### src/rtl/fft_pkg.sv
// Shared definitions for the radix-2 DIT FFT stage sequencer.
//   MAX_LOG2N        : largest supported transform exponent
//   ADDR_W           : sample address width
//   fft_addr_t       : sample address type
//   fft_ctrl_state_t : sequencer states
package fft_pkg;

  localparam int unsigned MAX_LOG2N = 12;
  localparam int unsigned ADDR_W    = MAX_LOG2N;

  typedef logic [ADDR_W-1:0] fft_addr_t;

  typedef enum logic [1:0] {
    IDLE,
    RUN,
    DRAIN,
    FIN
  } fft_ctrl_state_t;

endpackage

### src/rtl/fft_bf_addr_gen.sv
// Combinational butterfly address generator for an in-place radix-2 DIT FFT.
//   b_i       : butterfly index within the stage
//   s_i       : stage index
//   l_i       : transform exponent L
//   addr_a_o  : top sample address
//   addr_b_o  : bottom sample address (addr_a_o + span)
//   tw_idx_o  : twiddle ROM index
//   last_bf_o : b_i is the last butterfly of its stage
module fft_bf_addr_gen #(
  parameter  int unsigned MAX_LOG2N = fft_pkg::MAX_LOG2N,
  localparam int unsigned ADDR_W    = MAX_LOG2N,
  localparam int unsigned BCNT_W    = MAX_LOG2N - 1
) (
  input  logic [BCNT_W-1:0] b_i,
  input  logic [3:0]        s_i,
  input  logic [3:0]        l_i,
  output logic [ADDR_W-1:0] addr_a_o,
  output logic [ADDR_W-1:0] addr_b_o,
  output logic [ADDR_W-2:0] tw_idx_o,
  output logic              last_bf_o
);
  import fft_pkg::*;

  logic [ADDR_W-1:0] b_ext;
  logic [ADDR_W-1:0] span;
  logic [ADDR_W-1:0] pos;
  logic [ADDR_W-1:0] grp;
  logic [ADDR_W-1:0] tw_full;
  logic [3:0]        tw_sh;

  // Insert a zero bit at position s into b to get the top address of the pair.
  always_comb begin
    b_ext     = ADDR_W'(b_i);
    span      = ADDR_W'(1) << s_i;
    pos       = b_ext & (span - ADDR_W'(1));
    grp       = b_ext >> s_i;
    addr_a_o  = (grp << (s_i + 4'd1)) | pos;
    addr_b_o  = addr_a_o | span;
    tw_sh     = l_i - 4'd1 - s_i;
    tw_full   = pos << tw_sh;
    tw_idx_o  = tw_full[ADDR_W-2:0];
    last_bf_o = (b_ext == ((ADDR_W'(1) << (l_i - 4'd1)) - ADDR_W'(1)));
  end

endmodule

### src/rtl/fft_stage_ctrl.sv
// Stage/butterfly sequencer for an in-place radix-2 DIT FFT engine.
//   clk, rst   : clock, synchronous active-high reset
//   start      : begin a transform (sampled in IDLE only)
//   log2n      : transform exponent L, latched on start
//   busy       : transform in progress (RUN, DRAIN, FIN)
//   done, err  : end-of-transform pulse; err flags a rejected L
//   bf_valid/bf_ready : butterfly command handshake
//   addr_a, addr_b, tw_idx, stage, last_bf : butterfly command payload
module fft_stage_ctrl #(
  parameter  int unsigned MAX_LOG2N = fft_pkg::MAX_LOG2N,
  parameter  int unsigned BF_LAT    = 4,
  localparam int unsigned ADDR_W    = MAX_LOG2N
) (
  input  logic              clk,
  input  logic              rst,
  input  logic              start,
  input  logic [3:0]        log2n,
  output logic              busy,
  output logic              done,
  output logic              err,
  output logic              bf_valid,
  input  logic              bf_ready,
  output logic [ADDR_W-1:0] addr_a,
  output logic [ADDR_W-1:0] addr_b,
  output logic [ADDR_W-2:0] tw_idx,
  output logic [3:0]        stage,
  output logic              last_bf
);
  import fft_pkg::*;

  localparam int unsigned BCNT_W = MAX_LOG2N - 1;
  localparam int unsigned DR_W   = $clog2(BF_LAT + 1);

  fft_ctrl_state_t   state_q;
  logic [BCNT_W-1:0] b_q, b_d;
  logic [3:0]        s_q, s_d;
  logic [3:0]        l_q, l_d;
  logic [DR_W-1:0]   drain_q;
  logic              busy_q, done_q, err_q, bf_valid_q, last_bf_q;
  logic [ADDR_W-1:0] addr_a_q, addr_b_q;
  logic [ADDR_W-2:0] tw_idx_q;
  logic [3:0]        stage_q;

  logic [ADDR_W-1:0] gen_a_c, gen_b_c;
  logic [ADDR_W-2:0] gen_tw_c;
  logic              gen_last_c;
  logic              xfer_c, len_ok_c, last_stage_c, drain_end_c;

  assign xfer_c       = bf_valid_q && bf_ready;
  assign len_ok_c     = (log2n != 4'd0) && (32'(log2n) <= MAX_LOG2N);
  assign last_stage_c = (s_q == (l_q - 4'd1));
  assign drain_end_c  = (drain_q == DR_W'(1));

  // Next butterfly/stage/length; the registered command is generated from these.
  always_comb begin
    b_d = b_q;
    s_d = s_q;
    l_d = l_q;
    case (state_q)
      IDLE: begin
        if (start) begin
          l_d = log2n;
          b_d = '0;
          s_d = '0;
        end
      end
      RUN: begin
        if (xfer_c) b_d = last_bf_q ? '0 : b_q + BCNT_W'(1);
      end
      DRAIN: begin
        if (drain_end_c && !last_stage_c) s_d = s_q + 4'd1;
      end
      default: ;
    endcase
  end

  fft_bf_addr_gen #(
    .MAX_LOG2N(MAX_LOG2N)
  ) u_addr_gen (
    .b_i      (b_d),
    .s_i      (s_d),
    .l_i      (l_d),
    .addr_a_o (gen_a_c),
    .addr_b_o (gen_b_c),
    .tw_idx_o (gen_tw_c),
    .last_bf_o(gen_last_c)
  );

  // Sequencer FSM with registered command and status outputs.
  always_ff @(posedge clk) begin
    if (rst) begin
      state_q    <= IDLE;
      b_q        <= '0;
      s_q        <= '0;
      l_q        <= '0;
      drain_q    <= '0;
      busy_q     <= 1'b0;
      done_q     <= 1'b0;
      err_q      <= 1'b0;
      bf_valid_q <= 1'b0;
      last_bf_q  <= 1'b0;
      addr_a_q   <= '0;
      addr_b_q   <= '0;
      tw_idx_q   <= '0;
      stage_q    <= '0;
    end else begin
      b_q      <= b_d;
      s_q      <= s_d;
      l_q      <= l_d;
      addr_a_q <= gen_a_c;
      addr_b_q <= gen_b_c;
      tw_idx_q <= gen_tw_c;
      stage_q  <= s_d;
      done_q   <= 1'b0;
      err_q    <= 1'b0;
      case (state_q)
        IDLE: begin
          if (start) begin
            busy_q <= 1'b1;
            if (len_ok_c) begin
              state_q    <= RUN;
              bf_valid_q <= 1'b1;
              last_bf_q  <= gen_last_c;
            end else begin
              state_q <= FIN;
              done_q  <= 1'b1;
              err_q   <= 1'b1;
            end
          end
        end
        RUN: begin
          if (xfer_c && last_bf_q) begin
            state_q    <= DRAIN;
            bf_valid_q <= 1'b0;
            last_bf_q  <= 1'b0;
            drain_q    <= DR_W'(BF_LAT);
          end else begin
            last_bf_q <= gen_last_c;
          end
        end
        DRAIN: begin
          drain_q <= drain_q - DR_W'(1);
          // Counter sits at 1 in the final drain cycle, giving exactly BF_LAT cycles.
          if (drain_end_c) begin
            if (last_stage_c) begin
              state_q <= FIN;
              done_q  <= 1'b1;
            end else begin
              state_q    <= RUN;
              bf_valid_q <= 1'b1;
              last_bf_q  <= gen_last_c;
            end
          end
        end
        FIN: begin
          state_q <= IDLE;
          busy_q  <= 1'b0;
        end
        default: state_q <= IDLE;
      endcase
    end
  end

  assign busy     = busy_q;
  assign done     = done_q;
  assign err      = err_q;
  assign bf_valid = bf_valid_q;
  assign last_bf  = last_bf_q;
  assign addr_a   = addr_a_q;
  assign addr_b   = addr_b_q;
  assign tw_idx   = tw_idx_q;
  assign stage    = stage_q;

endmodule
### config.mk
export PLATFORM = sky130hd
export DESIGN_NAME = fft_stage_ctrl
export DESIGN_NICKNAME = d
export VERILOG_FILES = /design/src/rtl/fft_pkg.sv /design/src/rtl/fft_bf_addr_gen.sv /design/src/rtl/fft_stage_ctrl.sv
export SDC_FILE = /design/constraint.sdc
export NUM_CORES = 1
export LEC_CHECK = 0
export BUFFER_PORTS_ARGS = -buffer_cell sky130_fd_sc_hd__buf_2
export CORE_UTILIZATION = 40
export CTS_CLUSTER_DIAMETER = 50
export DETAILED_ROUTE_END_ITERATION = 12
export PLACE_DENSITY = 0.65
export SETUP_SLACK_MARGIN = 0.05
export SLEW_MARGIN = 40
export SYNTH_ARGS = -nofsm -noshare
export SYNTH_HDL_FRONTEND = slang
export SYNTH_HIERARCHICAL = 1
export SYNTH_SLANG_ARGS = --single-unit
export TNS_END_PERCENT = 1
### constraint.sdc
create_clock -name clk -period 12.32 [get_ports clk]
set_clock_uncertainty 0.2 [all_clocks]
set_input_delay 0.616 -clock clk [delete_from_list [all_inputs] [get_ports clk]]
set_output_delay 0.616 -clock clk [all_outputs]
set_load 0.02 [all_outputs]
==> impl_metrics.ini <==
[cells_and_area]
final-seq-area_mm2 = 0.00128
area_delta_synth_final_pct = 11.6
layout-drive-gt1-share_pct = 17.6
fin_nets = 732
multiInputGateArea_mm2 = 0.00384
antennaDiodeCount = 0
fillers = 1262

[cts]
htreeDepth = 3
cts-root-buf = clkbuf_16
cts_resized = 0
clock_latency_ns = 0.34
cts_hold_buf = 0
cts.sinks = 64
clock_path_buffers = 2
numCtsBuffers = 9
post-cts-setup-buffers = 0
clk_pin_slew_worst_paths_ns = 0.05
cts_tree = yes

[detailed_routing]
vias = 5198
drcViolationCount = 0
drt_iter0_drc = 334
drt-total-wl_mm = 14.8
vias_per_cell = 5.89
wl_per_cell_um = 16.8
drt_pre_antenna_iters = 5
postRouteAntennaNets = 0

[synth]
ys.flop_type = dfxtp_1
yosysSeqAreaShare_pct = 23.7
ys_ff_latch = 64
syn-num-nets = 706
synth-edff-count = 0
async_reset_ff_share_pct = 0
yosysUniqueCellTypes = 92
syn_area_per_cell_um2 = 7.99
synth_warnings = 6
syn_inst = 676
syn_area_mm2 = 0.00540

[die]
rows = 42
die_y_um = 118
start_util_pct = 41.0
die_width_um = 118
pin_count = 52
die_area_mm2 = 0.0140
core_mm2 = 0.0132

[global_route]
gr-total-overflow = 0
grt_max_degree = 52
grt_pass1_vias = 4934
grt_pass1_wl_mm = 24.1
track_usage_pct = 21.4
grt_antenna_before_repair = 0

[placed_design]
dp_hpwl_mm = 10.6
port_buffers = 51
post-place-ws_ns = 6.79
place_congestion = 0.958

[worst_setup_path]
start_kind = register
r2r_cells = 18
path_max_fanout = 24
rr_endpoint = tw_idx[9]$_SDFF_PP0_
endpoint = tw_idx[9]$_SDFF_PP0_
crit_arrival_ns = 5.64
path_class = register to register
worst_ep_required_time_ns = 12.33
crit_path_end_kind = register
startpoint = state_q[1]$_SDFFE_PP0P_
r2r_slack_ns = 6.69
r2r_start = state_q[1]$_SDFFE_PP0P_

[timing]
slew_headroom_pct = 40.0
setup_tns_ns = 0
setup_viol = 0
final.period_utilization_pct = 45.7
fmax_ghz = 0.178
period_needed_ns = 5.63
hold_viol_final = 0
rsz0062_at_grt = false
setup_slack_ns = 6.69
tightest_slew_ns = 0.890
finalMaxSlewViolations = 0

[power]
total_leakage_power_uw = 0.00250
power.density_mw_per_mm2 = 119
peakVddDrop_mv = 0.0470

[run_status]
outcome = completed

[hold_path]
hp-start = busy$_SDFFE_PP0P_
holdCritPathClass = register to register

[flow_run]
max_cap_violations = 0
==> synth_stat cells, types with 12 or more instances <==
cell	instances	area (um2)
dfxtp_1	64	1280
nand2_1	64	240
nor2_1	57	214
nor2b_1	46	288
a21oi_1	40	200
o21ai_0	33	165
inv_1	22	82.6
ha_1	21	263
nand3_1	20	100
clkbuf_1	17	63.8
xnor2_1	17	149
and2_1	15	93.8
a21o_1	14	105
mux2i_1	14	140
buf_2	13	65.1
nor3_1	13	65.1
xor2_1	12	105
==> per-stage QoR <==
stage / utilization (%) / area [um2] / total power [uW] / cells / hold WS (ns)
after floorplan: - / 5400 / 407 / 676 / 0.289
after global placement: 43.3 / 5710 / 449 / 867 / 0.294
after detailed placement: 43.3 / 5710 / 453 / 867 / 0.309
after CTS: 45.6 / 6020 / 720 / 882 / 0.321
after global routing: 45.7 / 6030 / 756 / 882 / 0.357
final: 45.7 / 6030 / 720 / 882 / 0.323
==> cell type report <==
class                      count  area share, %
clock buffer                  12           4.42
timing repair buffer          56           4.85
inverter                      25           1.56
multi-input combinational    546           63.6
sequential                    64           21.2
clock inverter                 3          0.664
tap                          176           3.65
==> kinds of logic after synthesis <==
family	count (synthesis)	share of synthesized area [%]
DFF	64	23.7
buffers and inverters	66	5.58
xor gates and xnor gates	31	5.42
muxes	32	8.22
adders and majority gates	22	5.23
and+or+nand+nor	271	26.6
AOI/OAI and AO/OA	190	25.3
==> worst max-delay path, stage by stage, from the launching register on <==
cell and delay (ns):
dfxtp_1 0.79, o21bai_1 0.31, nor2_1 0.44, nor2b_1 0.09, o21ai_0 0.14, nand2_1 0.10
buf_4 0.24, inv_1 0.22, ha_1 0.43, or3b_2 0.53, ha_1 0.31, nor2b_1 0.19
mux2i_1 0.14, nand2_1 0.09, a21boi_1 0.13, mux4_2 0.51, and3_1 0.20, a311o_1 0.31
nor2b_1 0.13
==> how the worst min path moves through the flow <==
stage / cells past startpoint / endpoint
floorplan: 2 / b_q[7]$_SDFF_PP0_
global placement: 2 / busy$_SDFFE_PP0P_
detailed placement: 2 / busy$_SDFFE_PP0P_
CTS: 2 / busy$_SDFFE_PP0P_
global route: 2 / busy$_SDFFE_PP0P_
finish: 2 / busy$_SDFFE_PP0P_
==> power breakdown <==
group	leakage [uW]	internal (uW)	switching, uW
combinational	0.00183	87.0	144
clock	0.000154	171	94.5
sequential	0.000518	215	7.99
total	0.00250	473	247
==> cell usage in the layout (no fill, tap or decap), types with 6 or more instances in the layout <==
cell,count
inv_1,22
o211ai_1,11
xnor2_1,17
mux4_2,9
mux2_2,8
o21ai_1,6
ha_1,21
nor3_1,13
o21ai_0,33
nand2_1,64
dfxtp_1,64
buf_2,51
clkbuf_16,9
a211oi_1,8
nand2b_1,7
a31oi_1,7
a22o_1,6
and3_1,7
a21o_1,14
nor2b_1,46
nand3_1,20
and2_1,15
a21oi_1,39
nor2_1,57
xor2_1,11
mux2i_1,14
==> per-layer routing <==
metal	track usage, %	part of all wire, %
met1	26.7	43
met2	34.8	47
met3	5.45	7.3
met4	8.81	2.6
met5	0	0
==> flip-flops by register name, summed over array words and instances, names as in the netlist <==
name	cells
stage	4
bf_valid	1
addr_a	12
l_q	4
busy	1
tw_idx	11
b_q	11
drain_q	3
done	1
err	1
addr_b	12
last_bf	1
state_q	2
No activity file was read; power rests on OpenSTA's default activity.
